## config.mk

```make
export PLATFORM = sky130hd
export DESIGN_NAME = open_cl_full_permutation_pipeline
export DESIGN_NICKNAME = d
export VERILOG_FILES = /design/src/rtl/open_cl_full_permutation_pipeline.sv
export SDC_FILE = /design/constraint.sdc
export NUM_CORES = 2
export LEC_CHECK = 0
export CAP_MARGIN = 20
export CELL_PAD_IN_SITES_DETAIL_PLACEMENT = 1
export CELL_PAD_IN_SITES_GLOBAL_PLACEMENT = 2
export CORE_MARGIN = 3
export CORE_UTILIZATION = 39
export CTS_BUF_LIST = sky130_fd_sc_hd__clkbuf_2
export DETAILED_ROUTE_END_ITERATION = 8
export GPL_TIMING_DRIVEN = 0
export PLACE_DENSITY_LB_ADDON = 0.1
export SLEW_MARGIN = 40
export SYNTH_ARGS = -nofsm -noshare
export SYNTH_HDL_FRONTEND = slang
export SYNTH_SLANG_ARGS = --single-unit
```

## constraint.sdc

```tcl
create_clock -name clock -period 24.5 [get_ports clock]
set_input_delay 3.675 -clock clock [delete_from_list [all_inputs] [get_ports clock]]
set_output_delay 3.675 -clock clock [all_outputs]
set_load 0.02 [all_outputs]
```

## src/rtl/open_cl_full_permutation_pipeline.sv

```systemverilog
// Three-stage streaming evaluator for the Dedekind core.
// A "top" word installs a new reference truth table T and reports how many bots it
// preceded and the cycle count since the previous top. Every other word is a "bot"
// checked against the T snapshot taken at its acceptance. The check runs under all
// six permutations of x4..x6.
module open_cl_full_permutation_pipeline (
    input  logic        clock,
    input  logic        rst,
    input  logic        ivalid,
    output logic        oready,
    input  logic        startNewTop,
    input  logic [63:0] botLower,
    input  logic [63:0] botUpper,
    output logic        ovalid,
    input  logic        iready,
    output logic [63:0] summedDataPcoeffCountOut
);

    // Remap the variable index of every truth-table bit. Position i of the result
    // takes bit j of b, where j[3:0] = i[3:0] and j[4+k] = i[4+s(k)]. The argument p
    // selects one of the six permutations s of {0,1,2}.
    function automatic logic [127:0] permute(input logic [127:0] b, input logic [2:0] p);
        logic [127:0] r;
        logic [6:0]   i7;
        logic [6:0]   j;
        logic [1:0]   s0, s1, s2;
        case (p)
            3'd0:    {s0, s1, s2} = {2'd0, 2'd1, 2'd2};
            3'd1:    {s0, s1, s2} = {2'd0, 2'd2, 2'd1};
            3'd2:    {s0, s1, s2} = {2'd1, 2'd0, 2'd2};
            3'd3:    {s0, s1, s2} = {2'd1, 2'd2, 2'd0};
            3'd4:    {s0, s1, s2} = {2'd2, 2'd0, 2'd1};
            3'd5:    {s0, s1, s2} = {2'd2, 2'd1, 2'd0};
            default: {s0, s1, s2} = {2'd0, 2'd1, 2'd2};
        endcase
        r = '0;
        for (int i = 0; i < 128; i++) begin
            i7       = 7'(i);
            j[3:0]   = i7[3:0];
            j[4]     = i7[3'd4 + {1'b0, s0}];
            j[5]     = i7[3'd4 + {1'b0, s1}];
            j[6]     = i7[3'd4 + {1'b0, s2}];
            r[i]     = b[j];
        end
        return r;
    endfunction

    function automatic logic [7:0] popcount128(input logic [127:0] v);
        logic [7:0] c;
        c = '0;
        for (int i = 0; i < 128; i++) begin
            c = c + {7'd0, v[i]};
        end
        return c;
    endfunction

    logic         advance;
    logic         accept;
    logic [127:0] in_word;

    logic [127:0] top_q;
    logic [31:0]  bot_cnt_q;
    logic [31:0]  cyc_cnt_q;

    logic         s1_valid_q;
    logic         s1_is_top_q;
    logic [127:0] s1_word_q;
    logic [127:0] s1_top_q;
    logic [63:0]  s1_top_res_q;

    logic [5:0]       perm_ok;
    logic [5:0][7:0]  perm_pc;

    logic             s2_valid_q;
    logic             s2_is_top_q;
    logic [63:0]      s2_top_res_q;
    logic [5:0]       s2_ok_q;
    logic [5:0][7:0]  s2_pc_q;

    logic [2:0]   acc_cnt;
    logic [9:0]   acc_sum;

    logic         s3_valid_q;
    logic [63:0]  s3_data_q;

    // The whole pipeline moves in lockstep; a full output stage blocks everything.
    assign advance = !s3_valid_q || iready;
    assign accept  = ivalid && advance;
    assign oready  = advance;
    assign ovalid  = s3_valid_q;
    assign summedDataPcoeffCountOut = s3_data_q;
    assign in_word = {botUpper, botLower};

    // Top register, bots-since-top counter and free-running cycle counter.
    always_ff @(posedge clock) begin
        if (rst) begin
            top_q     <= '0;
            bot_cnt_q <= '0;
            cyc_cnt_q <= '0;
        end else begin
            cyc_cnt_q <= cyc_cnt_q + 32'd1;
            if (accept) begin
                if (startNewTop) begin
                    top_q     <= in_word;
                    bot_cnt_q <= '0;
                    cyc_cnt_q <= 32'd1;
                end else begin
                    bot_cnt_q <= bot_cnt_q + 32'd1;
                end
            end
        end
    end

    // Stage 1: capture the word with its own T snapshot and the would-be top result.
    always_ff @(posedge clock) begin
        if (rst) begin
            s1_valid_q <= 1'b0;
        end else if (advance) begin
            s1_valid_q   <= ivalid;
            s1_is_top_q  <= startNewTop;
            s1_word_q    <= in_word;
            s1_top_q     <= top_q;
            s1_top_res_q <= {bot_cnt_q, cyc_cnt_q};
        end
    end

    // Subset test and popcount of T & ~P for each of the six permutations.
    always_comb begin
        logic [127:0] p;
        perm_ok = '0;
        perm_pc = '0;
        for (int k = 0; k < 6; k++) begin
            p          = permute(s1_word_q, 3'(k));
            perm_ok[k] = ~|(p & ~s1_top_q);
            perm_pc[k] = popcount128(s1_top_q & ~p);
        end
    end

    // Stage 2: register the per-permutation results.
    always_ff @(posedge clock) begin
        if (rst) begin
            s2_valid_q <= 1'b0;
        end else if (advance) begin
            s2_valid_q   <= s1_valid_q;
            s2_is_top_q  <= s1_is_top_q;
            s2_top_res_q <= s1_top_res_q;
            s2_ok_q      <= perm_ok;
            s2_pc_q      <= perm_pc;
        end
    end

    // Count valid permutations and sum their popcounts.
    always_comb begin
        acc_cnt = '0;
        acc_sum = '0;
        for (int k = 0; k < 6; k++) begin
            if (s2_ok_q[k]) begin
                acc_cnt = acc_cnt + 3'd1;
                acc_sum = acc_sum + {2'd0, s2_pc_q[k]};
            end
        end
    end

    // Stage 3: output register; held while downstream stalls.
    always_ff @(posedge clock) begin
        if (rst) begin
            s3_valid_q <= 1'b0;
            s3_data_q  <= '0;
        end else if (advance) begin
            s3_valid_q <= s2_valid_q;
            if (s2_valid_q) begin
                if (s2_is_top_q) begin
                    s3_data_q <= s2_top_res_q;
                end else begin
                    // Bit 63 is the ECC status slot; no ECC here, so it stays 0.
                    s3_data_q <= {3'b000, {10'd0, acc_cnt}, {38'd0, acc_sum}};
                end
            end
        end
    end

endmodule

```

## Word level (Yosys, flattened, before mapping)

Cells that the tools add are included.

- Add/sub/neg operators: 774
- Multipliers: 0
- Divide/modulo/power cells: 0
- Magnitude comparators: 0
- Equality and inequality tests: 0
- Shift operators: 0
- Multiplexer cells: 16
- Bitwise logic cells: 20
- Reduce and logical (&&, ||, !) cells: 18

Operators by type and width:

| cell | count |
|---|---|
| adder 8 x 1 -> 8 bit | 738 |
| AND 128 bit | 12 |
| inverter 128 bit | 7 |
| OR reduction 128 bit | 6 |
| two-way mux 32 bit | 3 |
| adder 32 x 1 -> 32 bit, second input constant | 2 |
| two-way mux 64 bit | 1 |
| two-way mux 10 bit | 5 |
| adder 10 x 8 -> 10 bit | 4 |
| adder 7 x 1 -> 8 bit | 3 |
| adder 6 x 1 -> 7 bit | 3 |
| adder 5 x 1 -> 6 bit | 3 |
| adder 4 x 1 -> 5 bit | 3 |
| two-way mux 3 bit | 5 |
| adder 1 x 1 -> 2 bit | 6 |
| adder 3 x 1 -> 3 bit, second input constant | 4 |
| adder 3 x 1 -> 4 bit | 3 |
| adder 2 x 1 -> 3 bit | 3 |
| adder 8 x 8 -> 9 bit | 1 |
| two-way mux 8 bit | 1 |
| zero test 1 bit | 7 |
| AND reduction 2 bit | 3 |
| adder 1 x 1 -> 2 bit, second input constant | 1 |
| logical AND 1 bit | 1 |
| 3 further kinds | 3 |

- Bits in registers: 699
- Latch bits: 0
- Bits in writable memories: 0
- Memory bits (read-only): 0
- Input bits: 133
- Output and inout bits: 66
- Word-level logic and storage cells: 848
- Memories kept: 0

## Depth between registers and ports, before layout

- Depth after elaboration: 129
- Gate-level depth with buffers: 35

## Worst setup path before layout

Ideal clock, no wire load.

- Kind: input port to flip-flop
- From: input rst
- To: register s1_is_top_q, enable pin
- Setup time: 1,251 ps
- Arrival time: 22,273 ps
- Required time: 23,249 ps
- Path slack: 976 ps
- Stages: 3
- Path through: clkbuf_1 clkbuf_1 nor2_1

- Longest elaborated chain between the ends: 2

RTL lines:

| item | line | source |
|---|---|---|
| start: declaration | 8 | `input logic rst,` |
| inverter 1 bit (no source line) | -- |  |
| AND reduction 2 bit (no source line) | -- |  |
| end signal: assignment | 120 | `s1_is_top_q <= startNewTop;` |
| end: declaration | 66 | `logic s1_is_top_q;` |

No other way between the ends.
A chain may end at the register's enable or synchronous reset.

==> impl_metrics.py <==
metrics = {
    "critical_path": {
        "path_class": "flop to flop",
        "critPathLaunchType": "flop",
        "endpoint": "s2_pc_q[46]$_DFFE_PP_",
        "cp-end-kind": "flop",
        "reg2regPathDepth": 22,
        "crit_required_ns": 25.69,
        "regToRegSetupSlack_ns": 15.13,
        "crit-reg2reg-launch": "s1_word_q[52]$_DFFE_PP_",
        "r2r-end": "s2_pc_q[46]$_DFFE_PP_",
        "crit_path_max_fanout": 5,
        "arrival_ns": 10.56,
        "crit_path_start": "s1_word_q[52]$_DFFE_PP_",
    },
    "die": {
        "start_util_pct": 39.4,
        "core_um2": 118000,
        "die_w_um": 352,
        "die_h_um": 352,
        "rows": 126,
        "ioPinCount": 199,
        "dieArea_um2": 124000,
    },
    "route": {
        "antenna_left": 0,
        "num_vias": 34278,
        "wl_um": 207000,
        "firstDrtPassIters": 5,
        "wire_per_inst_um": 32.6,
        "drc": 0,
        "avgViaCountPerCell": 5.38,
        "drt_iter0_markers": 3045,
    },
    "final_layout": {
        "final_net_count": 5621,
        "syn_to_final_growth_pct": 13.6,
        "drive_above_1_share_pct": 8.27,
        "multiInputGateArea_um2": 24500,
        "regArea_um2": 18400,
        "fill_cells": 13118,
        "postLayoutCellArea_um2": 52900,
    },
    "hold_path": {
        "holdCritPathClass": "flop to flop",
    },
    "sta": {
        "slew_headroom_pct": 31.0,
        "fmax_mhz": 107,
        "maxSlewViolCount": 0,
        "worstMarginPinSlew_ns": 1.03,
        "setup_viol": 0,
        "period_needed_ns": 9.37,
        "rsz0062_at_grt": "false",
        "hold_viol_final": 0,
        "fin_crit_sh_pct": 38.3,
        "finClkSkew_ns": 0.154,
    },
    "yosys": {
        "synth_nets": 5211,
        "ys_seq_elements": 699,
        "yosys.area_share.simple_pct": 10.1,
        "synth.top_cell.area_share_pct": 28.4,
        "yosys.area.top_type": "edfxtp_1",
        "synth.yosys.warnings": 0,
        "synthAdderAreaFrac_pct": 32.5,
        "synth_edf_count": 440,
        "async_flop_share_pct": 0,
        "synth_area_um2": 46600,
        "synth_top_family_by_area": "adder cells",
        "syn_inst": 4253,
        "synthXorXnorAreaFrac_pct": 2.14,
        "synthFlopType": "edfxtp_1",
        "synthTopCellsByArea": "edfxtp_1, fa_1, dfxtp_1, inv_1, ha_1",
        "synth-seq-area-share_pct": 39.5,
        "muxShareOfSynthArea_pct": 0.416,
        "synth-compound-area-share_pct": 7.25,
        "synth.distinct_cells": 70,
        "synth_area_per_cell_um2": 10.9,
    },
    "clock_tree": {
        "htreeDepth": 4,
        "insertion_delay_ns": 1.58,
        "clock-root-buffer": "clkbuf_2",
        "post_cts_buffers": 0,
        "ctsResizeCount": 0,
        "numCtsBuffers": 181,
        "clock-sinks": 699,
        "cts_tree": "done",
        "ctsHoldBuffers": 0,
        "path_clk_slew_ns": 0.10,
        "clk_path_buf_depth": 3,
    },
    "global_routing": {
        "grt_antenna_before_repair": 21,
        "grt_pass1_vias": 36733,
        "grt-ovfl-total": 0,
        "grt_start_max_net_pins": 23,
        "grt_pass1_wl_um": 282000,
        "gr-usage-all-layers_pct": 33.9,
    },
    "placement": {
        "place.gp.congestion": 1.04,
        "placed_cell_area_um2": 51100,
        "portBuffers": 197,
        "dpl.hpwl_um": 174000,
    },
    "status": {
        "run_status": "finished, final reports clean",
    },
    "flow_run": {
        "maxCapViolCount": 0,
    },
}
-- logic make-up after synthesis --
group | after synthesis
buf+inv | 1000
fa+ha+maj | 826
simple gates | 1041
compound gates | 557
xor+xnor | 112
mux | 18
flops | 699
-- worst min path at each step --
stage                                            end                  startpoint  slack, ns  cells past startpoint
after floorplan                s2_is_top_q$_DFFE_PP_       s1_is_top_q$_DFFE_PP_       0.40                      0
after global placement    s2_top_res_q[45]$_DFFE_PP_  s1_top_res_q[45]$_DFFE_PP_       0.40                      0
after detailed placement  s2_top_res_q[11]$_DFFE_PP_  s1_top_res_q[11]$_DFFE_PP_       0.41                      0
after CTS                 s2_top_res_q[12]$_DFFE_PP_  s1_top_res_q[12]$_DFFE_PP_       0.34                      0
after global routing         s1_top_q[110]$_DFFE_PP_     top_q[110]$_SDFFE_PP0P_       0.36                      0
final                     s2_top_res_q[12]$_DFFE_PP_  s1_top_res_q[12]$_DFFE_PP_       0.37                      0
-- metal layers --
metal  wire, µm  GRT usage (%)  vias up
met1      90200           46.0    17974
li1           -              -    14587
met3      18400           10.6      348
met5         72              0        -
met4       8920           13.7       10
met2      89900           50.5     1359
-- critical path, stage by stage, from the launching register on --
cell and delay (ns):
edfxtp_1 0.62, inv_1 0.63, nand2_1 0.18, fa_1 0.61, fa_1 0.56, fa_1 0.74
fa_1 0.51, fa_1 0.58, inv_1 0.07, fa_1 0.52, inv_1 0.07, fa_1 0.59
fa_1 0.46, fa_1 0.53, fa_1 0.55, inv_1 0.06, fa_1 0.46, fa_1 0.47
a21o_1 0.17, a21oi_1 0.21, o21bai_1 0.11, a21oi_1 0.18, xnor2_1 0.10
-- per-stage QoR --
step / hold slack [ns] / utilization, % / TNS, ns / cells / worst slack, ns
CTS: 0.344 / 44.6 / 0 / 6346 / 15.17
global placement: 0.402 / 42.7 / -3409.88 / 5986 / -7.92
global route: 0.363 / 44.7 / 0 / 6362 / 14.83
floorplan: 0.400 / - / 0 / 4253 / 0.976
detailed placement: 0.406 / 43.2 / 0 / 6012 / 15.36
finish: 0.371 / 44.7 / 0 / 6372 / 15.13
-- synth_stat cells, types with 13 or more instances --
cell / n
inv_1: 909
nand2_1: 586
ha_1: 183
nand3_1: 93
nor2_1: 107
and3_1: 16
xor2_1: 58
nand4_1: 13
and2_1: 16
dfxtp_1: 259
a21oi_1: 249
o21ai_0: 43
fa_1: 642
clkbuf_1: 78
xnor2_1: 53
nor4_1: 32
o22ai_1: 144
o21bai_1: 17
nor2b_1: 118
a21o_1: 19
edfxtp_1: 440
nor3_1: 14
-- sequential cells by signal, indices dropped and copies added (netlist names) --
signal,count
s1_is_top_q,1
ovalid,1
s1_valid_q,1
top_q,128
s2_is_top_q,1
summedDataPcoeffCountOut,64
s2_pc_q,48
s2_ok_q,6
bot_cnt_q,32
cyc_cnt_q,32
s2_top_res_q,64
s1_word_q,128
s1_top_res_q,64
s1_top_q,128
s2_valid_q,1
-- placed cells by master (no fill, tap or decap), types with 22 or more instances in the layout --
master and n:
inv_1 909, dfxtp_1 259, nand2_1 586, xor2_1 58, nor2_1 106, fa_1 642, nor4_1 31, o22ai_1 144
diode_2 22, edfxtp_1 440, clkbuf_2 291, nor2b_1 100, xnor2_1 53, clkdlybuf4s50_1 197, ha_1 183, clkbuf_1 67
nand3_1 93, a21oi_1 249, clkinv_1 35, o21ai_0 43
-- cell type report --
class                           count  share of cell area [%]
Buffer                             89                   0.677
Clock inverter                     54                   0.599
Inverter                          911                    6.47
Timing Repair Buffer              227                    4.77
Tap cell                         1536                    3.63
Multi-Input combinational cell   2554                    46.3
Clock buffer                      280                    2.65
Antenna cell                       22                   0.104
Sequential cell                   699                    34.8
Power is not shown: default switching activity piles up to over one toggle a cycle in this logic, so the estimate is an artifact.
